[src/rtl/seg_scan_decoder_pkg.sv]
// ---------------------------------------------------------------------------
// seg_pkg
//   Types, constants and the segment decode table for the seven-segment scan
//   decoder. The display driver's encoder uses the same bit positions and
//   character set, so both directions of the loopback agree on one table.
//
//   Contents:
//     SEG_A .. SEG_G, SEG_DP : bit positions inside the cathode byte
//     ASCII_BLANK / ASCII_UNKNOWN : characters for reset and unmapped codes
//     seg_decode_t           : {ascii, valid} result of a decode
//     scan_state_t           : settle FSM states
//     seg_to_ascii()         : active-low segment pattern -> ASCII
// ---------------------------------------------------------------------------
package seg_pkg;

    localparam int SEG_A  = 0;
    localparam int SEG_B  = 1;
    localparam int SEG_C  = 2;
    localparam int SEG_D  = 3;
    localparam int SEG_E  = 4;
    localparam int SEG_F  = 5;
    localparam int SEG_G  = 6;
    localparam int SEG_DP = 7;

    localparam int NUM_DIGITS = 8;

    localparam logic [7:0] ASCII_BLANK   = 8'h20;
    localparam logic [7:0] ASCII_UNKNOWN = 8'h3F;

    typedef struct packed {
        logic [7:0] ascii;
        logic       valid;
    } seg_decode_t;

    typedef enum logic [1:0] {
        ST_WAIT,
        ST_SETTLE,
        ST_HELD
    } scan_state_t;

    // Segment patterns are active-low, so a lit segment is a 0 bit.
    // Anything outside the character set decodes to '?' with valid = 0.
    function automatic seg_decode_t seg_to_ascii(input logic [6:0] seg);
        seg_decode_t res;
        res.valid = 1'b1;
        res.ascii = ASCII_UNKNOWN;
        case (seg)
            7'h40:   res.ascii = 8'h30;
            7'h79:   res.ascii = 8'h31;
            7'h24:   res.ascii = 8'h32;
            7'h30:   res.ascii = 8'h33;
            7'h19:   res.ascii = 8'h34;
            7'h12:   res.ascii = 8'h35;
            7'h02:   res.ascii = 8'h36;
            7'h78:   res.ascii = 8'h37;
            7'h00:   res.ascii = 8'h38;
            7'h10:   res.ascii = 8'h39;
            7'h08:   res.ascii = 8'h41;
            7'h03:   res.ascii = 8'h62;
            7'h46:   res.ascii = 8'h43;
            7'h21:   res.ascii = 8'h64;
            7'h06:   res.ascii = 8'h45;
            7'h0E:   res.ascii = 8'h46;
            7'h3F:   res.ascii = 8'h2D;
            7'h7F:   res.ascii = ASCII_BLANK;
            default: begin
                res.ascii = ASCII_UNKNOWN;
                res.valid = 1'b0;
            end
        endcase
        return res;
    endfunction

endpackage

[src/rtl/seg_scan_decoder_if.sv]
// ---------------------------------------------------------------------------
// seg_scan_if
//   Bundle between the multiplexed display lines and the scan decoder.
//
//   an, cath      : active-low anode enables and segment lines (driver side)
//   char_o, dp_o  : last complete frame, one ASCII byte + dp per digit
//   frame_valid   : one-cycle pulse when char_o/dp_o are refreshed
//   decode_err    : one-cycle pulse on capture of an unmapped pattern
//   multi_an_err  : one-cycle pulse when more than one anode goes low
//   stale         : level, no digit captured for the timeout period
//
//   master : the display side / bench that drives the lines
//   slave  : the decoder
// ---------------------------------------------------------------------------
interface seg_scan_if;

    logic [7:0]      an;
    logic [7:0]      cath;
    logic [7:0][7:0] char_o;
    logic [7:0]      dp_o;
    logic            frame_valid;
    logic            decode_err;
    logic            multi_an_err;
    logic            stale;

    modport master (
        output an,
        output cath,
        input  char_o,
        input  dp_o,
        input  frame_valid,
        input  decode_err,
        input  multi_an_err,
        input  stale
    );

    modport slave (
        input  an,
        input  cath,
        output char_o,
        output dp_o,
        output frame_valid,
        output decode_err,
        output multi_an_err,
        output stale
    );

endinterface

[src/rtl/seg_settle_filter.sv]
// ---------------------------------------------------------------------------
// seg_settle_filter
//   Registers the raw anode/cathode lines, classifies the anode pattern and
//   runs the settle FSM. A digit is captured once its registered
//   {an,cath} pattern has been stable for SETTLE_CYCLES cycles; it is not
//   captured again until the pattern changes.
//
//   clk, rst      : clock, asynchronous active-high reset
//   an, cath      : raw active-low display lines
//   cath_q        : registered cathode byte, valid alongside capture_stb
//   capture_stb   : capture this digit on the coming edge
//   digit_idx     : digit number selected by the registered anode
//   multi_an_err  : registered pulse on entry into a multi-anode pattern
// ---------------------------------------------------------------------------
module seg_settle_filter
    import seg_pkg::*;
#(
    parameter int SETTLE_CYCLES = 4
) (
    input  logic       clk,
    input  logic       rst,
    input  logic [7:0] an,
    input  logic [7:0] cath,
    output logic [7:0] cath_q,
    output logic       capture_stb,
    output logic [2:0] digit_idx,
    output logic       multi_an_err
);

    localparam int CW = $clog2(SETTLE_CYCLES + 1);
    localparam logic [CW-1:0] SETTLE_TARGET = CW'(SETTLE_CYCLES);

    logic [7:0]    an_q;
    logic [7:0]    an_p;
    logic [7:0]    cath_p;
    logic [CW-1:0] cnt;
    logic [CW-1:0] run_next;
    scan_state_t   state;
    logic          was_multi;
    logic          is_blank;
    logic          is_valid;
    logic          is_multi;
    logic          same;

    // Input register plus a one-cycle-older copy so a change in the
    // registered pattern can be seen without touching the raw inputs.
    always_ff @(posedge clk or posedge rst) begin
        if (rst) begin
            an_q   <= 8'hFF;
            cath_q <= 8'hFF;
            an_p   <= 8'hFF;
            cath_p <= 8'hFF;
        end else begin
            an_q   <= an;
            cath_q <= cath;
            an_p   <= an_q;
            cath_p <= cath_q;
        end
    end

    assign is_blank = (an_q == 8'hFF);
    assign is_valid = $onehot(~an_q);
    assign is_multi = !is_blank && !is_valid;
    assign same     = ({an_q, cath_q} == {an_p, cath_p});

    // Only meaningful when exactly one anode is low.
    always_comb begin
        digit_idx = 3'd0;
        for (int k = 0; k < NUM_DIGITS; k++) begin
            if (!an_q[k]) begin
                digit_idx = 3'(k);
            end
        end
    end

    // Length of the stable run after this edge: any change restarts at 1.
    // HELD with an unchanged pattern is excluded from capture so a settled
    // digit is not captured again every cycle.
    always_comb begin
        run_next = CW'(1);
        if (state == ST_SETTLE && same) begin
            run_next = cnt + 1'b1;
        end
    end

    assign capture_stb = is_valid && !(state == ST_HELD && same)
                         && (run_next == SETTLE_TARGET);

    // Settle FSM. The counter never stores SETTLE_CYCLES itself: reaching it
    // is the capture, which moves straight to HELD.
    always_ff @(posedge clk or posedge rst) begin
        if (rst) begin
            state <= ST_WAIT;
            cnt   <= '0;
        end else if (!is_valid) begin
            state <= ST_WAIT;
            cnt   <= '0;
        end else if (capture_stb) begin
            state <= ST_HELD;
            cnt   <= '0;
        end else if (state == ST_HELD && same) begin
            state <= ST_HELD;
        end else begin
            state <= ST_SETTLE;
            cnt   <= run_next;
        end
    end

    // Multi-anode error fires once when the pattern enters that class, not
    // for every cycle it stays there.
    always_ff @(posedge clk or posedge rst) begin
        if (rst) begin
            was_multi    <= 1'b0;
            multi_an_err <= 1'b0;
        end else begin
            was_multi    <= is_multi;
            multi_an_err <= is_multi && !was_multi;
        end
    end

endmodule

[src/rtl/seg_scan_decoder.sv]
// ---------------------------------------------------------------------------
// seg_scan_decoder
//   Monitors the multiplexed lines of an 8-digit seven-segment display and
//   rebuilds the shown text. Each settled digit is decoded into a shadow
//   frame; once all eight digits have been captured the shadow is published
//   on char_o/dp_o together with a frame_valid pulse.
//
//   clk, rst : clock, asynchronous active-high reset
//   bus      : seg_scan_if.slave (an/cath in, frame/status outputs)
//
//   SETTLE_CYCLES  : cycles a digit pattern must hold before capture (>= 1)
//   TIMEOUT_CYCLES : cycles without a capture before stale asserts
// ---------------------------------------------------------------------------
module seg_scan_decoder
    import seg_pkg::*;
#(
    parameter int SETTLE_CYCLES  = 4,
    parameter int TIMEOUT_CYCLES = 2_000_000
) (
    input  logic       clk,
    input  logic       rst,
    seg_scan_if.slave  bus
);

    localparam int TW = $clog2(TIMEOUT_CYCLES + 1);
    localparam logic [TW-1:0] TIMEOUT_MAX = TW'(TIMEOUT_CYCLES);

    logic [7:0]      cath_q;
    logic            capture_stb;
    logic [2:0]      digit_idx;
    logic            multi_err;
    seg_decode_t     dec;

    logic [7:0][7:0] shadow;
    logic [7:0]      shadow_dp;
    logic [7:0]      mask;
    logic [7:0]      mask_next;
    logic            frame_done;
    logic [7:0][7:0] frame_chars;
    logic [7:0]      frame_dp;

    logic [7:0][7:0] char_q;
    logic [7:0]      dp_q;
    logic            frame_valid_q;
    logic            decode_err_q;
    logic [TW-1:0]   stale_cnt;

    seg_settle_filter #(
        .SETTLE_CYCLES (SETTLE_CYCLES)
    ) u_filter (
        .clk          (clk),
        .rst          (rst),
        .an           (bus.an),
        .cath         (bus.cath),
        .cath_q       (cath_q),
        .capture_stb  (capture_stb),
        .digit_idx    (digit_idx),
        .multi_an_err (multi_err)
    );

    assign dec        = seg_to_ascii(cath_q[SEG_G:SEG_A]);
    assign mask_next  = mask | (8'h01 << digit_idx);
    assign frame_done = capture_stb && (mask_next == 8'hFF);

    // Shadow contents as they will be after this capture, so the digit that
    // completes the frame is published in the same edge.
    always_comb begin
        frame_chars            = shadow;
        frame_chars[digit_idx] = dec.ascii;
        frame_dp               = shadow_dp;
        frame_dp[digit_idx]    = ~cath_q[SEG_DP];
    end

    // Shadow frame, digit mask and the published frame. char_o/dp_o only
    // move on a frame completion.
    always_ff @(posedge clk or posedge rst) begin
        if (rst) begin
            shadow        <= {NUM_DIGITS{ASCII_BLANK}};
            shadow_dp     <= 8'h00;
            mask          <= 8'h00;
            char_q        <= {NUM_DIGITS{ASCII_BLANK}};
            dp_q          <= 8'h00;
            frame_valid_q <= 1'b0;
            decode_err_q  <= 1'b0;
        end else begin
            frame_valid_q <= frame_done;
            decode_err_q  <= capture_stb && !dec.valid;
            if (capture_stb) begin
                shadow    <= frame_chars;
                shadow_dp <= frame_dp;
                mask      <= frame_done ? 8'h00 : mask_next;
            end
            if (frame_done) begin
                char_q <= frame_chars;
                dp_q   <= frame_dp;
            end
        end
    end

    // Cycles since the last capture, saturating. Clearing on capture takes
    // priority so a capture on the saturating edge keeps stale low.
    always_ff @(posedge clk or posedge rst) begin
        if (rst) begin
            stale_cnt <= '0;
        end else if (capture_stb) begin
            stale_cnt <= '0;
        end else if (stale_cnt != TIMEOUT_MAX) begin
            stale_cnt <= stale_cnt + 1'b1;
        end
    end

    assign bus.char_o       = char_q;
    assign bus.dp_o         = dp_q;
    assign bus.frame_valid  = frame_valid_q;
    assign bus.decode_err   = decode_err_q;
    assign bus.multi_an_err = multi_err;
    assign bus.stale        = (stale_cnt == TIMEOUT_MAX);

endmodule

[src/flat_wrapper.sv]
// flat-port wrapper written by rule: the top's interface ports become plain ports
module seg_scan_decoder_flat import seg_pkg::*;
#(
    parameter int SETTLE_CYCLES  = 4,
    parameter int TIMEOUT_CYCLES = 2_000_000
)
  (clk, rst, bus_an, bus_cath, bus_char_o, bus_dp_o, bus_frame_valid, bus_decode_err, bus_multi_an_err, bus_stale);
  seg_scan_if bus_i ();
  input  logic clk;
  input  logic rst;
  input wire logic [$bits(bus_i.an)-1:0] bus_an;
  input wire logic [$bits(bus_i.cath)-1:0] bus_cath;
  output wire logic [$bits(bus_i.char_o)-1:0] bus_char_o;
  output wire logic [$bits(bus_i.dp_o)-1:0] bus_dp_o;
  output wire logic [$bits(bus_i.frame_valid)-1:0] bus_frame_valid;
  output wire logic [$bits(bus_i.decode_err)-1:0] bus_decode_err;
  output wire logic [$bits(bus_i.multi_an_err)-1:0] bus_multi_an_err;
  output wire logic [$bits(bus_i.stale)-1:0] bus_stale;
  assign bus_i.an = bus_an;
  assign bus_i.cath = bus_cath;
  assign bus_char_o = bus_i.char_o;
  assign bus_dp_o = bus_i.dp_o;
  assign bus_frame_valid = bus_i.frame_valid;
  assign bus_decode_err = bus_i.decode_err;
  assign bus_multi_an_err = bus_i.multi_an_err;
  assign bus_stale = bus_i.stale;
  seg_scan_decoder #(.SETTLE_CYCLES(SETTLE_CYCLES), .TIMEOUT_CYCLES(TIMEOUT_CYCLES)) u_core (.clk(clk), .rst(rst), .bus(bus_i));
endmodule
[config.mk]
export PLATFORM = sky130hd
export DESIGN_NAME = seg_scan_decoder_flat
export DESIGN_NICKNAME = d
export VERILOG_FILES = /design/src/rtl/seg_scan_decoder_pkg.sv /design/src/rtl/seg_scan_decoder_if.sv /design/src/rtl/seg_settle_filter.sv /design/src/rtl/seg_scan_decoder.sv /design/src/flat_wrapper.sv
export SDC_FILE = /design/constraint.sdc
export NUM_CORES = 1
export LEC_CHECK = 0
export ABC_AREA = 1
export BUFFER_PORTS_ARGS = -buffer_cell sky130_fd_sc_hd__buf_2
export CAP_MARGIN = 25
export CORE_ASPECT_RATIO = 0.6
export CORE_MARGIN = 2
export CORE_UTILIZATION = 43
export DETAILED_ROUTE_END_ITERATION = 10
export SLEW_MARGIN = 5
export SYNTH_ARGS = -nofsm -noshare
export SYNTH_HDL_FRONTEND = slang
export SYNTH_SLANG_ARGS = --single-unit
[constraint.sdc]
create_clock -name clk -period 8.69 [get_ports clk]
set_input_delay 0.4345 -clock clk [delete_from_list [all_inputs] [get_ports clk]]
set_output_delay 0.4345 -clock clk [all_outputs]
set_load 0.005 [all_outputs]
==> results of run 1 <==
flip-flops by register name (all words and copies together) (netlist names):
register	cells
u_core.bus.char_o	64
u_core.bus.decode_err	1
u_core.bus.dp_o	8
u_core.bus.frame_valid	1
u_core.mask	8
u_core.shadow	64
u_core.shadow_dp	8
u_core.stale_cnt	21
u_core.u_filter.an_p	8
u_core.u_filter.an_q	8
u_core.u_filter.cath_p	8
u_core.u_filter.cath_q	8
u_core.u_filter.cnt	3
u_core.u_filter.multi_an_err	1
u_core.u_filter.state	2
u_core.u_filter.was_multi	1
per-layer routing:
| metal | track usage, % | part of all wire [%] | vias up |
|---|---|---|---|
| met5 | 0 | 0 | - |
| li1 | - | - | 4168 |
| met3 | 4.408 | 6.2 | 31 |
| met2 | 30.11 | 41 | 219 |
| met4 | 4.458 | 1.9 | 0 |
| met1 | 31.35 | 51 | 3876 |
cells by family after synthesis:
family,after synthesis
flops,214
simple gates,832
buf+inv,168
fa+ha+maj,11
xor+xnor,14
compound gates,60
layout by cell type, fill, tap and decap left out, drive strengths merged, types with 4 or more instances in the layout:
cell type / netlist / routed
clkinv: 1 / 6
ha: 7 / 7
nand4: 10 / 10
dfstp: 48 / 48
inv: 118 / 119
dfrtp: 166 / 166
buf: 37 / 101
dlygate4sd3: 0 / 8
o21ai: 53 / 53
xor2: 12 / 12
nand3: 106 / 106
clkbuf: 12 / 32
nor3: 14 / 14
nand2: 610 / 610
fa: 4 / 4
nor2: 83 / 83
power by group through the flow:
stage	combinational (W)	sequential, W	clock [W]
floorplan	0.0000759	0.00104	0
global placement	0.000109	0.00105	0
detailed placement	0.000111	0.00105	0
CTS	0.000114	0.00103	0.000976
global route	0.000133	0.00103	0.00102
finish	0.000114	0.00103	0.000951
through the flow:
step                      total power (W)  cells  utilization [%]
after floorplan                  0.001119   1299                -
after global placement           0.001156   1665            46.64
after detailed placement         0.001159   1665            46.64
after CTS                        0.002121   1712            50.07
after global routing             0.002184   1714            50.20
final                            0.002094   1714            50.20
final cells by class:
class | count | share of cell area, %
Timing Repair Buffer | 109 | 5.347
Multi-Input combinational cell | 917 | 34.24
Inverter | 119 | 3.929
Sequential cell | 214 | 46.85
Clock inverter | 8 | 0.6170
Tap cell | 315 | 3.409
Clock buffer | 32 | 5.618
synth_stat cells, types with 7 or more instances:
cell | count | area (µm²)
o21ai_0 | 53 | 265.3
nand3_1 | 106 | 530.5
nor3_1 | 13 | 65.06
inv_1 | 113 | 424.2
xor2_1 | 12 | 105.1
ha_1 | 7 | 87.58
dfrtp_1 | 166 | 4154
nor2_1 | 77 | 289.0
nand2_1 | 609 | 2286
nand4_1 | 10 | 62.56
clkbuf_1 | 12 | 45.04
buf_2 | 28 | 140.1
dfstp_2 | 48 | 1261
buf_4 | 9 | 67.56
worst paths after layout:
kind / cells after the start / endpoint / slack, ns
worst max-delay path: 19 / u_core.bus.char_o[40] / 3.52
worst min-delay path: 2 / u_core.stale_cnt[5] / -0.006
worst max register to register: 19 / u_core.bus.char_o[40] / 3.52
worst min register to register: 0 / u_core.u_filter.cath_p[3] / 0.39
max in group asynchronous: 5 / u_core.shadow[11] / 6.78
min in group clk: 1 / u_core.u_filter.an_q[2] / 0.03
timing repair:
item / in CTS / in global routing
endpoints found under the hold margin: 7 / 1
hold buffers: 7 / 1
buffers inserted: 0 / 0
==> flow_metrics.tcl, run 1 <==
set metrics [dict create \
    status "finished, violations left" \
    violations "negative hold slack" \
    clock-sinks 214 \
    setup_viol 0 \
    timing.final.crit_share_pct 59.53 \
    cts_inserted_buffers 22 \
    synthesis.area_um2 10070 \
    final_layout_size_suffix_gt1_share_pct 14.30 \
    drtIter0Drc 686 \
    clockPowerShare_pct 45.4 \
    startpoint_type "register" \
    cts_buffer_depth 3 \
    p_switching_w 0.0004946 \
    fillCellCount 2286 \
    yosysSeqAreaShare_pct 53.76 \
    syn_nets 1328 \
    final_hold_viol_count 4 \
    whs_ns -0.006380 \
    die_area_um2 24700 \
    synthCells 1299 \
    clkTransAtPathRegs_ns 0.07 \
    area_growth_pct 14.77 \
    p_int_w 0.001600 \
    synthAdderAreaFrac_pct 1.665 \
    place_congestion 0.8922 \
    overflow 0 \
    h-tree-depth 1 \
    sequentialPowerShare_pct 49.2 \
    synth-xor-area-share_pct 1.217 \
    max_stage_delay_ns 0.79 \
    n_antenna_cell 0 \
    synth_edf_count 0 \
    place_area_um2 10740 \
    finalCriticalPeriod_ns 5.173 \
    critPathKind "reg2reg" \
    synth_compound_area_share_pct 3.093 \
    grt_first_pass_wirelength_mm 40.80 \
    reg2reg_from "u_core.u_filter.an_q[3]" \
    antenna_found_initial 0 \
    worstMarginPinSlew_ns 0.9437 \
    syn_avg_cell_area_um2 7.754 \
    globalRouteTotalUtil_pct 20.61 \
    hpwl_mm 16.23 \
    cts_resized 0 \
    die_w_um 201.6 \
    grt_max_degree 90 \
    power_density_nw_per_um2 181.2 \
    routed_wl_mm 24.56 \
    fin_worst_skew_ns 0.02235 \
    p_comb_share_pct 5.4 \
    cp_slowest_cell "buf_4" \
    critPathMaxFanout 89 \
    multi_input_area_um2 3958 \
    crit_chain "fa_1, inv_1, fa_1, fa_1, ha_1, inv_1, fa_1, inv_1, nand2_1, nor2_1, o2bb2ai_1, nand3_1, inv_1, nand2_1, nor2_4, buf_4, buf_4, nand3_1, nand2_1" \
    die_h_um 122.6 \
    routed-via-count 8294 \
    synth-simple-area-share_pct 33.32 \
    worstSkewPairLatency_ns 0.52 \
    ys.flop_type "dfrtp_1" \
    firstDrtPassIters 5 \
    rsz0062_at_grt "no" \
    synth_cell_types 29 \
    drcViolationCount 0 \
    p_leak_nw 6.535 \
    drt.antenna.violating_nets 0 \
    grt_pass1_vias 7896 \
    rows 43 \
    maxSlewViolCount 0 \
    synthMuxAreaShare_pct 0 \
    ir_drop_mv 0.1386 \
    path_delay_family "adder cells" \
    async_flop_share_pct 100.0 \
    ios 94 \
    wl_per_cell_um 14.33 \
    setup_slack_ns 3.517 \
    setup_tns_ns 0 \
    hp-class "in2async" \
    required_ns 9.14 \
    synth_seq_cells 214 \
    slew_headroom_pct 36.99 \
    design_area_um2 11560 \
    regArea_um2 5415 \
    critPathCaptureType "register" \
    cts_tree "yes" \
    maxCapViolations 0 \
    initial_core_util_pct 43.74 \
    portBuffers 93 \
    synth_top_family_by_area "simple AND/OR/NAND/NOR gates" \
    yosysWarnings 0 \
    arrival_ns 5.62 \
    vias_per_cell 4.839 \
    pre_cts_slack_ns 3.508 \
    netSwitchingFraction_pct 23.62 \
    max_freq_mhz 193.3 \
    finish.net_count 1412 \
    crit_buf_inv 6 \
    crit_start "u_core.u_filter.an_q[3]" \
    root_buffer "clkbuf_16" \
    core_area_um2 23030 \
]
Note: power is estimated with default switching activity, not from simulation.
==> run 2, diff against run 1 <==
- clock period: 8.69 -> 5.3 ns (I/O delays scaled with it)
==> run 2 against run 1 <==
Compared with the run above: the flow still finishes with violations (negative hold slack); clock power rose by 68%; clock skew is 0.0063 ns lower; die area did not move; register-to-register slack worse by 2.7 ns; final cell count is 0.47% higher; wire length decreased by 0.69%; non-clock buffer count is 8 higher; cell area increased by 1.1%; largest cell class unchanged.
==> flow_metrics.tcl, run 2 (same netlist as run 1, synthesis figures left out) <==
set metrics [dict create \
    worstSkewPairLatency_ns 0.51 \
    maxSlewViolCount 0 \
    cts_setup_buffers 0 \
    grt_first_pass_wirelength_mm 40.94 \
    finalCriticalPeriod_ns 4.476 \
    cts_tree "yes" \
    cts_buffer_depth 3 \
    die_w_um 201.6 \
    rsz0062_at_grt "no" \
    reg2reg_from "u_core.u_filter.an_q[3]" \
    fin_worst_skew_ns 0.01603 \
    core_area_um2 23030 \
    wl_per_cell_um 14.16 \
    finish.net_count 1420 \
    firstDrtPassIters 5 \
    status "finished, violations left" \
    setup_viol 0 \
    die_h_um 122.6 \
    crit_chain "fa_1, inv_1, fa_1, fa_1, ha_1, inv_1, fa_1, inv_1, nand2_1, nor2_1, o2bb2ai_1, nand3_1, inv_1, nand2_1, nor2_4, buf_12, nand3_1, nand2_1" \
    startpoint_type "register" \
    clkTransAtPathRegs_ns 0.07 \
    most-common-layout-cells "nand2_1 (609), dfrtp_1 (166), inv_1 (112)" \
    crit_start "u_core.u_filter.an_q[3]" \
    drtIter0Drc 767 \
    vias_per_cell 4.862 \
    r2r-end "u_core.bus.char_o[59]" \
    final_hold_viol_count 14 \
    max_stage_delay_ns 0.59 \
    final_layout_size_suffix_gt1_share_pct 14.36 \
    root_buffer "clkbuf_16" \
    cts_inserted_buffers 22 \
    netSwitchingFraction_pct 23.19 \
    cts_resized 0 \
    place_congestion 0.8767 \
    p_leak_nw 6.584 \
    critPathKind "reg2reg" \
    clockPowerShare_pct 46.0 \
    globalRouteTotalUtil_pct 20.42 \
    slew_headroom_pct 29.65 \
    max_freq_mhz 223.4 \
    rows 43 \
    maxCapViolations 0 \
    setup_tns_ns 0 \
    hpwl_mm 15.73 \
    critPathMaxFanout 161 \
    hp-class "in2async" \
    routed-via-count 8373 \
    crit_buf_inv 5 \
    grt_pass1_vias 7875 \
    violations "negative hold slack" \
    r2r_slack_ns 0.82 \
    drcViolationCount 0 \
    grt_max_degree 174 \
    antenna_found_initial 0 \
    overflow 0 \
    routed_wl_mm 24.39 \
    ios 94 \
    p_int_w 0.002673 \
    ir_drop_mv 0.1989 \
    critPathCaptureType "register" \
    final_common_cell "nand2_1" \
    p_switching_w 0.0008071 \
    worstMarginPinSlew_ns 1.055 \
    power_density_nw_per_um2 297.8 \
    required_ns 5.74 \
    cp_slowest_cell "dfstp_2" \
    clock-sinks 214 \
    path_delay_family "adder cells" \
    drt.antenna.violating_nets 0 \
    arrival_ns 4.91 \
    r2r_cells 18 \
    sequentialPowerShare_pct 48.5 \
    timing.final.crit_share_pct 84.46 \
    h-tree-depth 1 \
    n_antenna_cell 0 \
    area_growth_pct 16.05 \
    die_area_um2 24700 \
    initial_core_util_pct 43.74 \
    p_comb_share_pct 5.4 \
    portBuffers 93 \
    whs_ns -0.04430 \
]
==> run 2: cell types whose count changed in the layout (fill, tap and decap cells not counted) <==
| cell | change |
|---|---|
| inv_6 | -1 |
| buf_12 | +1 |
| dlygate4sd3_1 | +8 |
| clkinvlp_4 | +1 |
| inv_8 | -1 |
| clkbuf_1 | -2 |
| bufinv_16 | -1 |
| clkbuf_8 | +3 |
| clkbuf_16 | +2 |
| clkinv_2 | -1 |
| buf_4 | -1 |
==> run 2: area by class of cell <==
| class | count | area, µm² |
|---|---|---|
| clock inverter | 5 | 27.53 |
| tap | 315 | 394.1 |
| timing repair buffer | 117 | 710.7 |
| sequential | 214 | 5415 |
| fill | 2259 | 11340 |
| multi-input combinational | 917 | 3958 |
| inverter | 119 | 450.4 |
| clock buffer | 35 | 733.2 |
==> run 2: worst max-delay path by stage <==
| stage | end | slack (ns) | cells past startpoint |
|---|---|---|---|
| after floorplan | u_core.shadow[0] | 1.49 | 20 |
| after global placement | u_core.bus.char_o[6] | 1.0 | 18 |
| after detailed placement | u_core.bus.char_o[6] | 0.86 | 18 |
| after CTS | u_core.bus.char_o[6] | 0.86 | 18 |
| after global routing | u_core.bus.char_o[6] | 0.50 | 18 |
| final | u_core.bus.char_o[59] | 0.82 | 18 |
==> run 2: through the flow <==
stage               power [W]  instance area [µm²]  setup WS, ns  utilization (%)  cells
floorplan            0.001835                10080         1.493                -   1299
global placement     0.001895                10770        0.9953            46.76   1666
detailed placement   0.001900                10770        0.8613            46.76   1666
CTS                  0.003517                11690        0.8632            50.76   1722
global route         0.003623                11690        0.5016            50.76   1722
finish               0.003480                11690        0.8236            50.76   1722
==> run 2: repair_timing <==
| item | 4_1_cts | 5_1_grt |
|---|---|---|
| hold buffers | 16 | 0 |
| endpoints found under the setup margin | 0 | 0 |
| endpoints found under the hold margin | 16 | 0 |
==> run 2: power by group through the flow <==
stage	combinational, W	sequential [W]	clock, W
finish	0.000189	0.00169	0.00160
global route	0.000222	0.00169	0.00171
CTS	0.000193	0.00169	0.00164
detailed placement	0.000182	0.00172	0
global placement	0.000179	0.00172	0
floorplan	0.000125	0.00171	0
==> run 2: per-layer routing <==
layer | global-route usage, % | part of all wire (%)
met1 | 32.23 | 53
met2 | 29.29 | 40
met3 | 3.717 | 5.3
met4 | 3.631 | 1.4
met5 | 0 | 0
==> run 2: worst reg2reg max path, stage by stage, from the launching register on <==
cell       delay [ns]
dfstp_2          0.59
fa_1             0.42
inv_1            0.08
fa_1             0.43
fa_1             0.50
ha_1             0.16
inv_1            0.05
fa_1             0.35
inv_1            0.09
nand2_1          0.05
nor2_1           0.11
o2bb2ai_1        0.13
nand3_1          0.12
inv_1            0.07
nand2_1          0.12
nor2_4           0.20
buf_12           0.48
nand3_1          0.34
nand2_1          0.11
